**src/rtl/claw_round_controller.sv**
```systemverilog
// Claw game round sequencer: start/ready countdown, round timer, scoring, drain, high score.
// Latency: one cycle from any sampled input pulse to the registered outputs.
// Backpressure: none; pulses are consumed the cycle they arrive, start pre-empts everything.
module claw_round_controller #(
  parameter int ROUND_SECONDS = 60,
  parameter int READY_SECONDS = 3,
  parameter int DRAIN_SECONDS = 5,
  parameter int TIME_W        = 8,
  parameter int SCORE_W       = 16
) (
  input  logic               clock_i,
  input  logic               reset_n_i,
  input  logic               start_i,
  input  logic               tick_i,
  input  logic               score_pulse_i,
  input  logic               claw_busy_i,
  output logic               game_active_o,
  output logic [TIME_W-1:0]  time_left_o,
  output logic [SCORE_W-1:0] score_o,
  output logic [SCORE_W-1:0] high_score_o,
  output logic [2:0]         phase_o,
  output logic               round_done_o,
  output logic               new_high_o
);

  localparam logic [2:0] S_IDLE  = 3'd0;
  localparam logic [2:0] S_READY = 3'd1;
  localparam logic [2:0] S_PLAY  = 3'd2;
  localparam logic [2:0] S_DRAIN = 3'd3;
  localparam logic [2:0] S_OVER  = 3'd4;

  localparam int DRAIN_W = $clog2(DRAIN_SECONDS + 1);

  logic [2:0]         state_q, state_d;
  logic [TIME_W-1:0]  time_left_q, time_left_d;
  logic [SCORE_W-1:0] score_q, score_d;
  logic [SCORE_W-1:0] high_score_q, high_score_d;
  logic [DRAIN_W-1:0] drain_cnt_q, drain_cnt_d;
  logic               game_active_q, game_active_d;
  logic [2:0]         phase_q, phase_d;
  logic               round_done_q, round_done_d;
  logic               new_high_q, new_high_d;
  logic               enter_over;
  logic [SCORE_W-1:0] score_bumped;

  // Saturating increment, only used where score pulses are credited.
  always_comb begin
    score_bumped = score_q;
    if (score_pulse_i && (score_q != {SCORE_W{1'b1}})) begin
      score_bumped = score_q + 1'b1;
    end
  end

  always_comb begin
    state_d      = state_q;
    time_left_d  = time_left_q;
    score_d      = score_q;
    high_score_d = high_score_q;
    drain_cnt_d  = drain_cnt_q;
    round_done_d = 1'b0;
    new_high_d   = 1'b0;
    enter_over   = 1'b0;

    if (start_i) begin
      state_d     = S_READY;
      time_left_d = TIME_W'(READY_SECONDS);
      score_d     = '0;
    end else begin
      case (state_q)
        S_READY: begin
          // time_left doubles as the ready countdown
          if (tick_i) begin
            if (time_left_q == TIME_W'(1)) begin
              state_d     = S_PLAY;
              time_left_d = TIME_W'(ROUND_SECONDS);
            end else begin
              time_left_d = time_left_q - 1'b1;
            end
          end
        end
        S_PLAY: begin
          score_d = score_bumped;
          if (tick_i) begin
            if (time_left_q == TIME_W'(1)) begin
              time_left_d = '0;
              if (claw_busy_i) begin
                state_d     = S_DRAIN;
                drain_cnt_d = '0;
              end else begin
                enter_over = 1'b1;
              end
            end else begin
              time_left_d = time_left_q - 1'b1;
            end
          end
        end
        S_DRAIN: begin
          // A drop started before the buzzer still earns its point.
          score_d = score_bumped;
          if (tick_i) begin
            drain_cnt_d = drain_cnt_q + 1'b1;
          end
          if (!claw_busy_i ||
              (tick_i && (drain_cnt_q == DRAIN_W'(DRAIN_SECONDS - 1)))) begin
            enter_over = 1'b1;
          end
        end
        S_IDLE, S_OVER: begin
          state_d = state_q;
        end
        default: begin
          state_d = S_IDLE;
        end
      endcase
    end

    if (enter_over) begin
      state_d      = S_OVER;
      round_done_d = 1'b1;
      if (score_d > high_score_q) begin
        high_score_d = score_d;
        new_high_d   = 1'b1;
      end
    end

    game_active_d = (state_d == S_PLAY);
    phase_d       = {state_d == S_OVER, state_d == S_PLAY, state_d == S_READY};
  end

  always_ff @(posedge clock_i or negedge reset_n_i) begin
    if (!reset_n_i) begin
      state_q       <= S_IDLE;
      time_left_q   <= '0;
      score_q       <= '0;
      high_score_q  <= '0;
      drain_cnt_q   <= '0;
      game_active_q <= 1'b0;
      phase_q       <= 3'b000;
      round_done_q  <= 1'b0;
      new_high_q    <= 1'b0;
    end else begin
      state_q       <= state_d;
      time_left_q   <= time_left_d;
      score_q       <= score_d;
      high_score_q  <= high_score_d;
      drain_cnt_q   <= drain_cnt_d;
      game_active_q <= game_active_d;
      phase_q       <= phase_d;
      round_done_q  <= round_done_d;
      new_high_q    <= new_high_d;
    end
  end

  assign game_active_o = game_active_q;
  assign time_left_o   = time_left_q;
  assign score_o       = score_q;
  assign high_score_o  = high_score_q;
  assign phase_o       = phase_q;
  assign round_done_o  = round_done_q;
  assign new_high_o    = new_high_q;

endmodule
```
**config.mk**
```make
export PLATFORM = sky130hd
export DESIGN_NAME = claw_round_controller
export DESIGN_NICKNAME = d
export VERILOG_FILES = /design/src/rtl/claw_round_controller.sv
export SDC_FILE = /design/constraint.sdc
export NUM_CORES = 1
export LEC_CHECK = 0
export BUFFER_PORTS_ARGS = -buffer_cell sky130_fd_sc_hd__buf_2
export CAP_MARGIN = 20
export CORE_UTILIZATION = 29
export CTS_CLUSTER_DIAMETER = 80
export DETAILED_ROUTE_END_ITERATION = 10
export GPL_TIMING_DRIVEN = 0
export HOLD_SLACK_MARGIN = 0.12
export SLEW_MARGIN = 0
export SYNTH_ARGS = -nofsm -noshare
export SYNTH_HDL_FRONTEND = slang
export SYNTH_SLANG_ARGS = --single-unit
```
**constraint.sdc**
```tcl
create_clock -name clock_i -period 3.35 [get_ports clock_i]
set_input_delay 0.335 -clock clock_i [delete_from_list [all_inputs] [get_ports clock_i]]
set_output_delay 0.335 -clock clock_i [all_outputs]
set_load 0.1 [all_outputs]
```
==> flow_metrics.py, run 1 <==
metrics = {
    "route": {
        "drt_iter0_drc": 131,
        "drc": 0,
        "vias": 2745,
        "viasPerCell": 5.06,
        "routed_wl_microns": 8310,
        "dr.pass1.iters": 4,
        "antenna_left": 0,
        "wl_per_cell_microns": 15.3,
    },
    "grt": {
        "antenna_found_initial": 0,
        "top_usage_layer": "met2",
        "track_usage_pct": 15.7,
        "first_global_vias": 2729,
        "grt_max_degree": 29,
        "use_met2_pct": 26.4,
        "grt-ovfl-total": 0,
        "grt_pass1_wl_microns": 13700,
        "grtUsageMet3_pct": 3.57,
        "met1_usage_pct": 20.0,
    },
    "die": {
        "rows": 37,
        "core_area_sq_um": 10200,
        "start_util_pct": 29.7,
        "ios": 52,
        "die_area_sq_um": 10900,
        "die_w_microns": 104,
        "die_h_microns": 104,
    },
    "placed_design": {
        "post-dp-hpwl_microns": 5770,
        "place_congestion": 0.801,
        "io_buffers": 49,
        "place_ws_ns": -0.599,
        "dpl_cell_area_sq_um": 3600,
    },
    "hold_path": {
        "holdPathEnd": "round_done_o",
        "hold_start": "claw_busy_i",
        "hp-class": "in -> reg",
        "min_path_cells": 2,
    },
    "clocking": {
        "cts_made_buffers": 5,
        "cts_tree": "built",
        "cts_sinks": 51,
        "clk_latency_ns": 0.31,
        "max-clock-path-buffers": 2,
        "htree_levels": 2,
        "clk_pin_slew_ns": 0.11,
        "cts-root-buf": "clkbuf_8",
    },
    "synth": {
        "synth_top_area_share_pct": 42.0,
        "synth_flop_cell": "dfrtp_1",
        "yosysMostFrequentCell": "dfrtp_1",
        "synth_top_family_by_area": "simple AND/OR/NAND/NOR gates",
        "synth_fp_nets": 328,
        "yosys_warnings": 0,
        "synth_area_leaders": "dfrtp_1 42%, ha_1 8.6%, mux2_4 4.4%, a21oi_1 3.1%, inv_1 3.1%",
        "netlist_instances": 301,
        "synth-edff-count": 0,
        "ys_top_cells_by_count": "51 x dfrtp_1, 25 x inv_1, 23 x nor2_1, 21 x ha_1, 19 x a21oi_1",
        "avgSynthCellArea_sq_um": 10.1,
        "synth-compound-area-share_pct": 15.4,
        "async_flop_share_pct": 100,
        "syn-cell-area_sq_um": 3040,
        "synth-adder-area-share_pct": 8.64,
        "yosys.area_share.simple_pct": 18.8,
        "synth_seq_cells": 51,
        "synth_xor_area_share_pct": 0.288,
        "synth_seq_area_share_pct": 42.0,
        "synth.distinct_cells": 56,
        "post_synth_mux_area_share_pct": 8.72,
        "yosys.area.top_type": "dfrtp_1",
    },
    "timing": {
        "finalHoldViolCount": 0,
        "setup_viol": 15,
        "max-slew-margin-rel_pct": 63.0,
        "fin_skew_ns": 0.0113,
        "postLayoutSetupSlackWorst_ns": -0.143,
        "holdWs_ns": 0.367,
        "period_minus_slack_ns": 3.49,
        "clock.fmax_mhz": 286,
        "setup-tns-final_ns": -1.78,
        "rsz0062_at_grt": "yes",
        "tightest_slew_ns": 0.556,
        "finalMaxSlewViolations": 0,
        "post-route-period-util_pct": 104,
    },
    "setup_path": {
        "rrSetupSlack_ns": -0.14,
        "start_kind": "flip-flop",
        "cp_cell_sequence": "nand3_4, or2_4, clkbuf_8, or4_4, a21oi_4, ha_4, nand4_1, nor2_1, a221o_1, o311a_1, buf_6, buf_12, mux2_4",
        "critPathKind": "reg -> reg",
        "crit_path_max_incr_delay_ns": 0.53,
        "slowest_stage": "or4_4",
        "path_buf_inv": 3,
        "critPathMaxFanout": 10,
        "ff2ff_path_depth": 13,
        "reg2reg_to": "high_score_o[13]",
        "r2r-start": "score_o[10]",
        "cp_data_arrival_time_ns": 3.70,
        "cp.required_ns": 3.56,
        "crit_family": "simple AND/OR/NAND/NOR gates",
        "worstSetupEndpointType": "flip-flop",
    },
    "flow_run": {
        "drv_cap": 0,
    },
    "layout": {
        "fin_area_sq_um": 4280,
        "drive_gt1_share_pct": 46.4,
        "antennaDiodeCount": 0,
        "nets": 433,
        "fillers": 986,
        "area_delta_synth_final_pct": 40.7,
        "fin_util_pct": 41.8,
    },
    "power_and_ir_drop": {
        "leakagePower_nw": 2.01,
        "peakVddDrop_v": 0.000174,
        "cellPowerDensity_nw_per_um2": 346,
    },
    "status": {
        "violations": "negative setup slack",
        "status": "finished with violations",
    },
}
power breakdown:
group          internal, mW  leakage (nW)  switching [mW]
clock network         0.155        0.0467           0.235
registers             0.653         0.658          0.0381
logic                 0.104          1.30           0.295
total                 0.912          2.01           0.569
worst register-to-register path, delay by kind of cell, from the launching register on:
kind	cells	cell delay, ns
DFF	1	0.45
muxes	1	0.30
adders and majority gates	1	0.23
AOI/OAI and AO/OA	3	0.80
buffers and inverters	3	0.45
and+or+nand+nor	5	1.16
flip-flops by register name, summed over array words and instances, names as in the netlist:
signal	cells
high_score_o	16
score_o	16
time_left_o	8
state_q	3
phase_o	3
round_done_o	1
drain_cnt_q	3
new_high_o	1
routing by layer:
layer	vias up	wire, microns
li1	1312	-
met1	1360	3700
met2	62	4120
met3	11	360
met4	0	131
met5	-	0
layout make-up:
| class | count | area, sq um | area share [%] |
|---|---|---|---|
| timing repair buffer | 99 | 636 | 14.9 |
| buffer | 13 | 109 | 2.54 |
| clock inverter | 3 | 27.5 | 0.643 |
| sequential | 51 | 1330 | 31.0 |
| multi-input combinational | 210 | 1850 | 43.1 |
| tap | 136 | 170 | 3.98 |
| clock buffer | 5 | 68.8 | 1.61 |
| inverter | 26 | 97.6 | 2.28 |
through the flow:
stage,instances,total power [mW]
after detailed placement,487,1.10
after global placement,486,1.08
after CTS,538,1.49
after floorplan,301,1.01
after global routing,543,1.55
final,543,1.48
cells by family after synthesis:
logic type | count (synthesis)
AO/OA/AOI/OAI | 68
XOR/XNOR | 1
adder cells (fa/ha/maj) | 21
buffers and inverters | 40
flip-flops | 51
multiplexers | 21
AND/OR/NAND/NOR | 99
worst max-delay path by stage:
| stage | cells past startpoint | slack (ns) | endpoint | startpoint |
|---|---|---|---|---|
| finish | 13 | -0.14 | high_score_o[13] | score_o[10] |
| global route | 13 | -0.27 | high_score_o[10] | score_o[10] |
| CTS | 14 | -0.15 | high_score_o[8] | score_o[0] |
| detailed placement | 12 | -0.60 | high_score_o[13] | start_i |
| global placement | 12 | -0.61 | high_score_o[13] | start_i |
| floorplan | 13 | -0.25 | high_score_o[10] | score_o[4] |
cells in the final DEF (no fill, tap or decap), types with 4 or more instances in the layout:
master    count
buf_4        50
buf_2        50
dfrtp_1      34
inv_1        25
nor2_1       23
ha_1         18
nand2_1      14
o21ai_0      13
a21oi_1      11
dfrtp_4      11
mux2_4       10
nand4_1       9
mux2_2        7
clkbuf_8      6
nand3_1       6
dfrtp_2       6
a21oi_2       5
nor2b_1       5
or3_1         5
a31oi_1       5
and2_1        4
nor4_1        4
nor3_1        4
timing repair:
action	4_1_cts	5_1_grt
endpoints found under the setup margin	17	18
gates resized for setup	26	20
pin swaps	16	10
hold endpoints to repair	23	0
buffers inserted	43	5
hold buffers	1	0
Power figures use the tool's default switching activity.
==> run 2, diff against run 1 <==
- BUFFER_PORTS_ARGS: -buffer_cell sky130_fd_sc_hd__buf_2 -> not set
- CORE_UTILIZATION: 29 -> 35
- DONT_BUFFER_PORTS: not set -> 1
==> run 2 against run 1 <==
Against the previous run: the run still ends with negative setup slack left; register-to-register slack worse by 0.26 ns; wire length fell by 8.5%; count of clock-buffer cells in the layout up 1; worst hold slack got worse by 0.21 ns; power grew 6.6%; final area down 11%; cell count decreased by 20%; critical path depth unchanged; die area shrank 17%; critical path type unchanged; critical endpoint is now high_score_o[3]; largest power group unchanged; highest routed layer unchanged.
==> flow_metrics.py, run 2 (same netlist as run 1, synthesis figures left out) <==
metrics = {
    "die": {
        "start_util_pct": 36.6,
        "core_area_sq_um": 8300,
        "die_h_microns": 95.2,
        "rows": 33,
        "die_w_microns": 95.2,
        "die_area_sq_um": 9060,
        "ios": 52,
    },
    "power_and_ir_drop": {
        "cellPowerDensity_nw_per_um2": 413,
        "seqPwrFrac_pct": 52.7,
        "internal_power_mw": 1.04,
        "swShare_pct": 34.3,
        "comb_power_share_pct": 14.8,
        "power.switching_mw": 0.541,
        "pwr-share-clk_pct": 32.5,
        "peakVddDrop_v": 0.000155,
        "leakagePower_nw": 1.62,
        "finalPower_mw": 1.58,
    },
    "grt": {
        "track_usage_pct": 17.4,
        "grt_max_degree": 52,
        "grt-ovfl-total": 0,
        "antenna_found_initial": 0,
        "first_global_vias": 2335,
        "grt_pass1_wl_microns": 12000,
    },
    "placed_design": {
        "dpl.cell_count": 406,
        "place_congestion": 0.840,
        "io_buffers": 0,
        "dpl_cell_area_sq_um": 3300,
        "post-dp-hpwl_microns": 5210,
        "place_ws_ns": -0.662,
    },
    "timing": {
        "setup-tns-final_ns": -6.35,
        "max-slew-margin-rel_pct": 29.8,
        "period_minus_slack_ns": 3.75,
        "rsz0062_at_grt": "yes",
        "holdWs_ns": 0.153,
        "post-route-period-util_pct": 112,
        "clock.fmax_mhz": 267,
        "fin_skew_ns": 0.0133,
        "finalHoldViolCount": 0,
        "postLayoutSetupSlackWorst_ns": -0.400,
        "setup_viol": 17,
        "finalMaxSlewViolations": 0,
        "tightest_slew_ns": 1.05,
    },
    "layout": {
        "fin_cells": 437,
        "mostFrequentLayoutCell": "dfrtp_1",
        "fin_util_pct": 46.0,
        "nets": 358,
        "drive_gt1_share_pct": 31.0,
        "layout_common_cells": "35 x dfrtp_1, 25 x inv_1, 23 x nor2_1",
        "antennaDiodeCount": 0,
        "fin_area_sq_um": 3820,
        "area_delta_synth_final_pct": 25.7,
    },
    "route": {
        "drc": 0,
        "antenna_left": 0,
        "dr.pass1.iters": 4,
        "routed_wl_microns": 7610,
        "viasPerCell": 5.54,
        "vias": 2419,
        "drt_iter0_drc": 118,
        "wl_per_cell_microns": 17.4,
    },
    "setup_path": {
        "path_buf_inv": 2,
        "rrSetupSlack_ns": -0.40,
        "worstSetupEndpointType": "flip-flop",
        "critPathKind": "reg -> reg",
        "crit_path_max_incr_delay_ns": 0.65,
        "critPathMaxFanout": 5,
        "cp_cell_sequence": "ha_4, and4b_2, nand2_4, or4b_4, a21oi_4, ha_4, nand4_1, nor4_4, a21boi_2, o311a_1, buf_6, buf_6, mux2_2",
        "cp_data_arrival_time_ns": 3.95,
        "slowest_stage": "dfrtp_4",
        "crit_family": "simple AND/OR/NAND/NOR gates",
        "start_kind": "flip-flop",
        "cp.required_ns": 3.55,
    },
    "status": {
        "violations": "negative setup slack",
        "status": "finished with violations",
    },
    "clocking": {
        "cts_tree": "built",
        "cts_made_buffers": 5,
        "cts-root-buf": "clkbuf_8",
        "cts_sinks": 51,
        "htree_levels": 2,
        "clk_latency_ns": 0.32,
        "max-clock-path-buffers": 2,
        "clk_pin_slew_ns": 0.10,
    },
    "flow_run": {
        "drv_cap": 0,
    },
    "hold_path": {
        "hp-class": "in -> reg",
    },
}
-- run 2: cell types whose count changed in the layout (fill, tap and decap cells not counted), sizes merged --
cell      before  now
clkbuf        11   12
clkinvlp       1    0
nand2         16   17
buf          105   29
bufinv         0    2
inv           27   25
-- run 2: power groups by stage --
stage	Sequential [mW]	Clock, mW	Combinational (mW)
2_1_floorplan	0.834	0	0.174
3_3_place_gp	0.843	0	0.209
3_5_place_dp	0.844	0	0.212
4_1_cts	0.832	0.529	0.233
5_1_grt	0.838	0.549	0.266
6_report	0.831	0.512	0.234
-- run 2: path summary, 6_finish.rpt --
kind | depth (start not counted) | start | end
max in group asynchronous | 2 | reset_n_i | score_o[13]
worst max register to register | 13 | score_o[0] | high_score_o[3]
worst min-delay path | 1 | claw_busy_i | round_done_o
worst max-delay path | 13 | score_o[0] | high_score_o[3]
worst min register to register | 1 | drain_cnt_q[2] | drain_cnt_q[2]
min in group asynchronous | 2 | reset_n_i | time_left_o[5]
-- run 2: what timing repair did --
item / 4_1_cts / 5_1_grt
resized for setup: 28 / 10
buffers inserted: 16 / 3
hold endpoints to repair: 51 / 0
hold buffers: 2 / 0
pin swaps: 9 / 2
cloned: 2 / 0
endpoints found under the setup margin: 17 / 17
-- run 2: layout make-up --
cell class              instances  area (sq um)
flip-flops and latches         51          1330
clock inverters                 2          60.1
fillers                       757          4480
inverters                      26          97.6
multi-input cells             211          1810
well taps                     105           131
plain buffers                  14           105
repair buffers                 22           215
clock buffers                   6          72.6
-- run 2: per-layer routing --
metal / up-vias / track usage (%) / wire [microns]
li1: 1165 / - / -
met1: 1187 / 23.5 / 3490
met2: 57 / 26.5 / 3490
met3: 10 / 5.50 / 524
met4: 0 / 5.30 / 109
met5: - / 0 / 0
-- run 2: worst register-to-register path: cells and delay by family (launching register included) --
kind / cells / cell delay [ns]
flops: 1 / 0.65
mux: 1 / 0.33
buf+inv: 2 / 0.27
compound gates: 3 / 0.55
fa+ha+maj: 2 / 0.35
simple gates: 5 / 1.49
==> run 3, diff against run 2 <==
- clock period: 3.35 -> 4.77 ns (I/O delays scaled with it)
==> run 3 against run 2 <==
Against the previous run: the flow now finishes without violations; largest power group unchanged; critical endpoint is now high_score_o[10]; count of clock-buffer cells in the layout grew 1; power shrank 37%; sequential share of layout area grew 4.2 points; first-iteration DRC count shrank 16%; maximum frequency shrank 16%; final area shrank 13%; clock skew shrank 0.0045 ns; critical path depth is the same; register-to-register slack gained 0.70 ns; non-clock buffer count shrank 20; combinational power shrank 30%; utilization shrank 6.2 points.
==> flow_metrics.py, run 3 (same netlist as run 1, synthesis figures left out) <==
metrics = {
    "clocking": {
        "clk_latency_ns": 0.30,
        "cts_sinks": 51,
        "max-clock-path-buffers": 2,
        "cts-root-buf": "clkbuf_8",
        "htree_levels": 2,
        "clk_pin_slew_ns": 0.09,
        "cts_made_buffers": 5,
        "cts_tree": "built",
    },
    "placed_design": {
        "place_congestion": 0.832,
        "io_buffers": 0,
        "post-dp-hpwl_microns": 5110,
        "place_ws_ns": -0.0837,
    },
    "die": {
        "die_w_microns": 95.2,
        "start_util_pct": 36.6,
        "rows": 33,
        "core_area_sq_um": 8300,
        "die_h_microns": 95.2,
        "die_area_sq_um": 9060,
        "ios": 52,
    },
    "grt": {
        "antenna_found_initial": 0,
        "track_usage_pct": 16.0,
        "grt_max_degree": 52,
        "grt-ovfl-total": 0,
        "grt_pass1_wl_microns": 11100,
        "first_global_vias": 2204,
    },
    "timing": {
        "post-route-period-util_pct": 93.6,
        "postLayoutSetupSlackWorst_ns": 0.305,
        "period_minus_slack_ns": 4.47,
        "finalMaxSlewViolations": 0,
        "finalHoldViolCount": 0,
        "clock.fmax_mhz": 224,
        "setup-tns-final_ns": 0,
        "rsz0062_at_grt": "no",
        "tightest_slew_ns": 1.06,
        "setup_viol": 0,
        "max-slew-margin-rel_pct": 29.4,
        "fin_skew_ns": 0.00876,
    },
    "setup_path": {
        "crit_family": "simple AND/OR/NAND/NOR gates",
        "critPathKind": "reg -> reg",
        "r2r-start": "score_o[5]",
        "crit_path_max_incr_delay_ns": 0.74,
        "slowest_stage": "dfrtp_2",
        "worstSetupEndpointType": "flip-flop",
        "cp.depth": 13,
        "cp_cell_sequence": "nand4_2, or2_2, clkbuf_1, nor4b_1, mux2_2, ha_1, nand4_1, nor4_1, a21boi_0, o311a_1, buf_6, buf_12, mux2_4",
        "rrSetupSlack_ns": 0.30,
        "startpoint": "score_o[5]",
        "start_kind": "flip-flop",
        "endpoint": "high_score_o[10]",
        "path_buf_inv": 3,
        "ff2ff_path_depth": 13,
        "cp_data_arrival_time_ns": 4.65,
        "reg2reg_to": "high_score_o[10]",
        "critPathMaxFanout": 10,
        "cp.required_ns": 4.95,
    },
    "layout": {
        "drive_gt1_share_pct": 17.4,
        "fillers": 825,
        "area_delta_synth_final_pct": 8.85,
        "antennaDiodeCount": 0,
        "multiInputGateArea_sq_um": 1580,
        "regArea_sq_um": 1290,
        "mostFrequentLayoutCell": "dfrtp_1",
        "nets": 337,
        "layout_common_cells": "36 x dfrtp_1, 25 x inv_1, 23 x nor2_1",
    },
    "status": {
        "status": "complete, no violations",
    },
    "flow_run": {
        "drv_cap": 0,
    },
    "power_and_ir_drop": {
        "peakVddDrop_v": 0.000122,
        "leakagePower_nw": 1.42,
        "finalPower_mw": 0.988,
        "cellPowerDensity_nw_per_um2": 298,
    },
    "route": {
        "dr.pass1.iters": 4,
        "vias": 2297,
        "viasPerCell": 5.52,
        "routed_wl_microns": 6830,
        "antenna_left": 0,
        "drc": 0,
        "wl_per_cell_microns": 16.4,
        "drt_iter0_drc": 99,
    },
    "hold_path": {
        "hold_start": "claw_busy_i",
        "hp-class": "in -> reg",
    },
}
-- run 3: changes by cell type in the layout (fill, tap and decap cells not counted), moves of 6 or more --
cell / delta
dfrtp_2: +14
a21oi_2: -6
dfrtp_4: -15
a21oi_1: +8
buf_4: -18
-- run 3: worst min-delay path by stage --
stage | cells past startpoint | slack (ns) | endpoint
final | 1 | 0.32 | round_done_o
after global routing | 1 | 0.30 | round_done_o
after CTS | 1 | 0.31 | round_done_o
after detailed placement | 0 | 0.18 | time_left_o[3]
after global placement | 0 | 0.18 | time_left_o[2]
after floorplan | 0 | 0.18 | drain_cnt_q[0]
-- run 3: area by class of cell --
type / instances / area share, %
Buffer: 14 / 2.76
Clock buffer: 7 / 2.31
Clock inverter: 1 / 0.151
Inverter: 26 / 2.95
Multi-Input combinational cell: 210 / 47.6
Sequential cell: 51 / 39.1
Tap cell: 105 / 3.97
Timing Repair Buffer: 2 / 1.13
-- run 3: repair_timing --
item                                    4_1_cts  5_1_grt
hold buffers                                  2        0
buffers inserted                              0        0
gates resized for setup                      10        5
hold endpoints to repair                     51        0
endpoints found under the setup margin        9       16
-- run 3: layer usage --
metal	global-route usage [%]	share of wire [%]	vias up
met5	0	0	-
met4	4.04	0.61	0
met3	5.18	7.2	4
met2	26.7	47	59
met1	20.0	45	1108
li1	-	-	1126
-- run 3: stage by stage --
step	cell area, sq um	cells	util (%)	hold WS [ns]
after floorplan	3040	301	-	0.181
after global placement	3170	406	38.2	0.183
after detailed placement	3170	406	38.2	0.184
after CTS	3300	416	39.8	0.307
after global routing	3310	416	39.9	0.303
final	3310	416	39.9	0.321
-- run 3: report_power, final --
part	internal, mW	switching, mW
Combinational	0.0627	0.101
Sequential	0.456	0.127
Clock	0.103	0.138
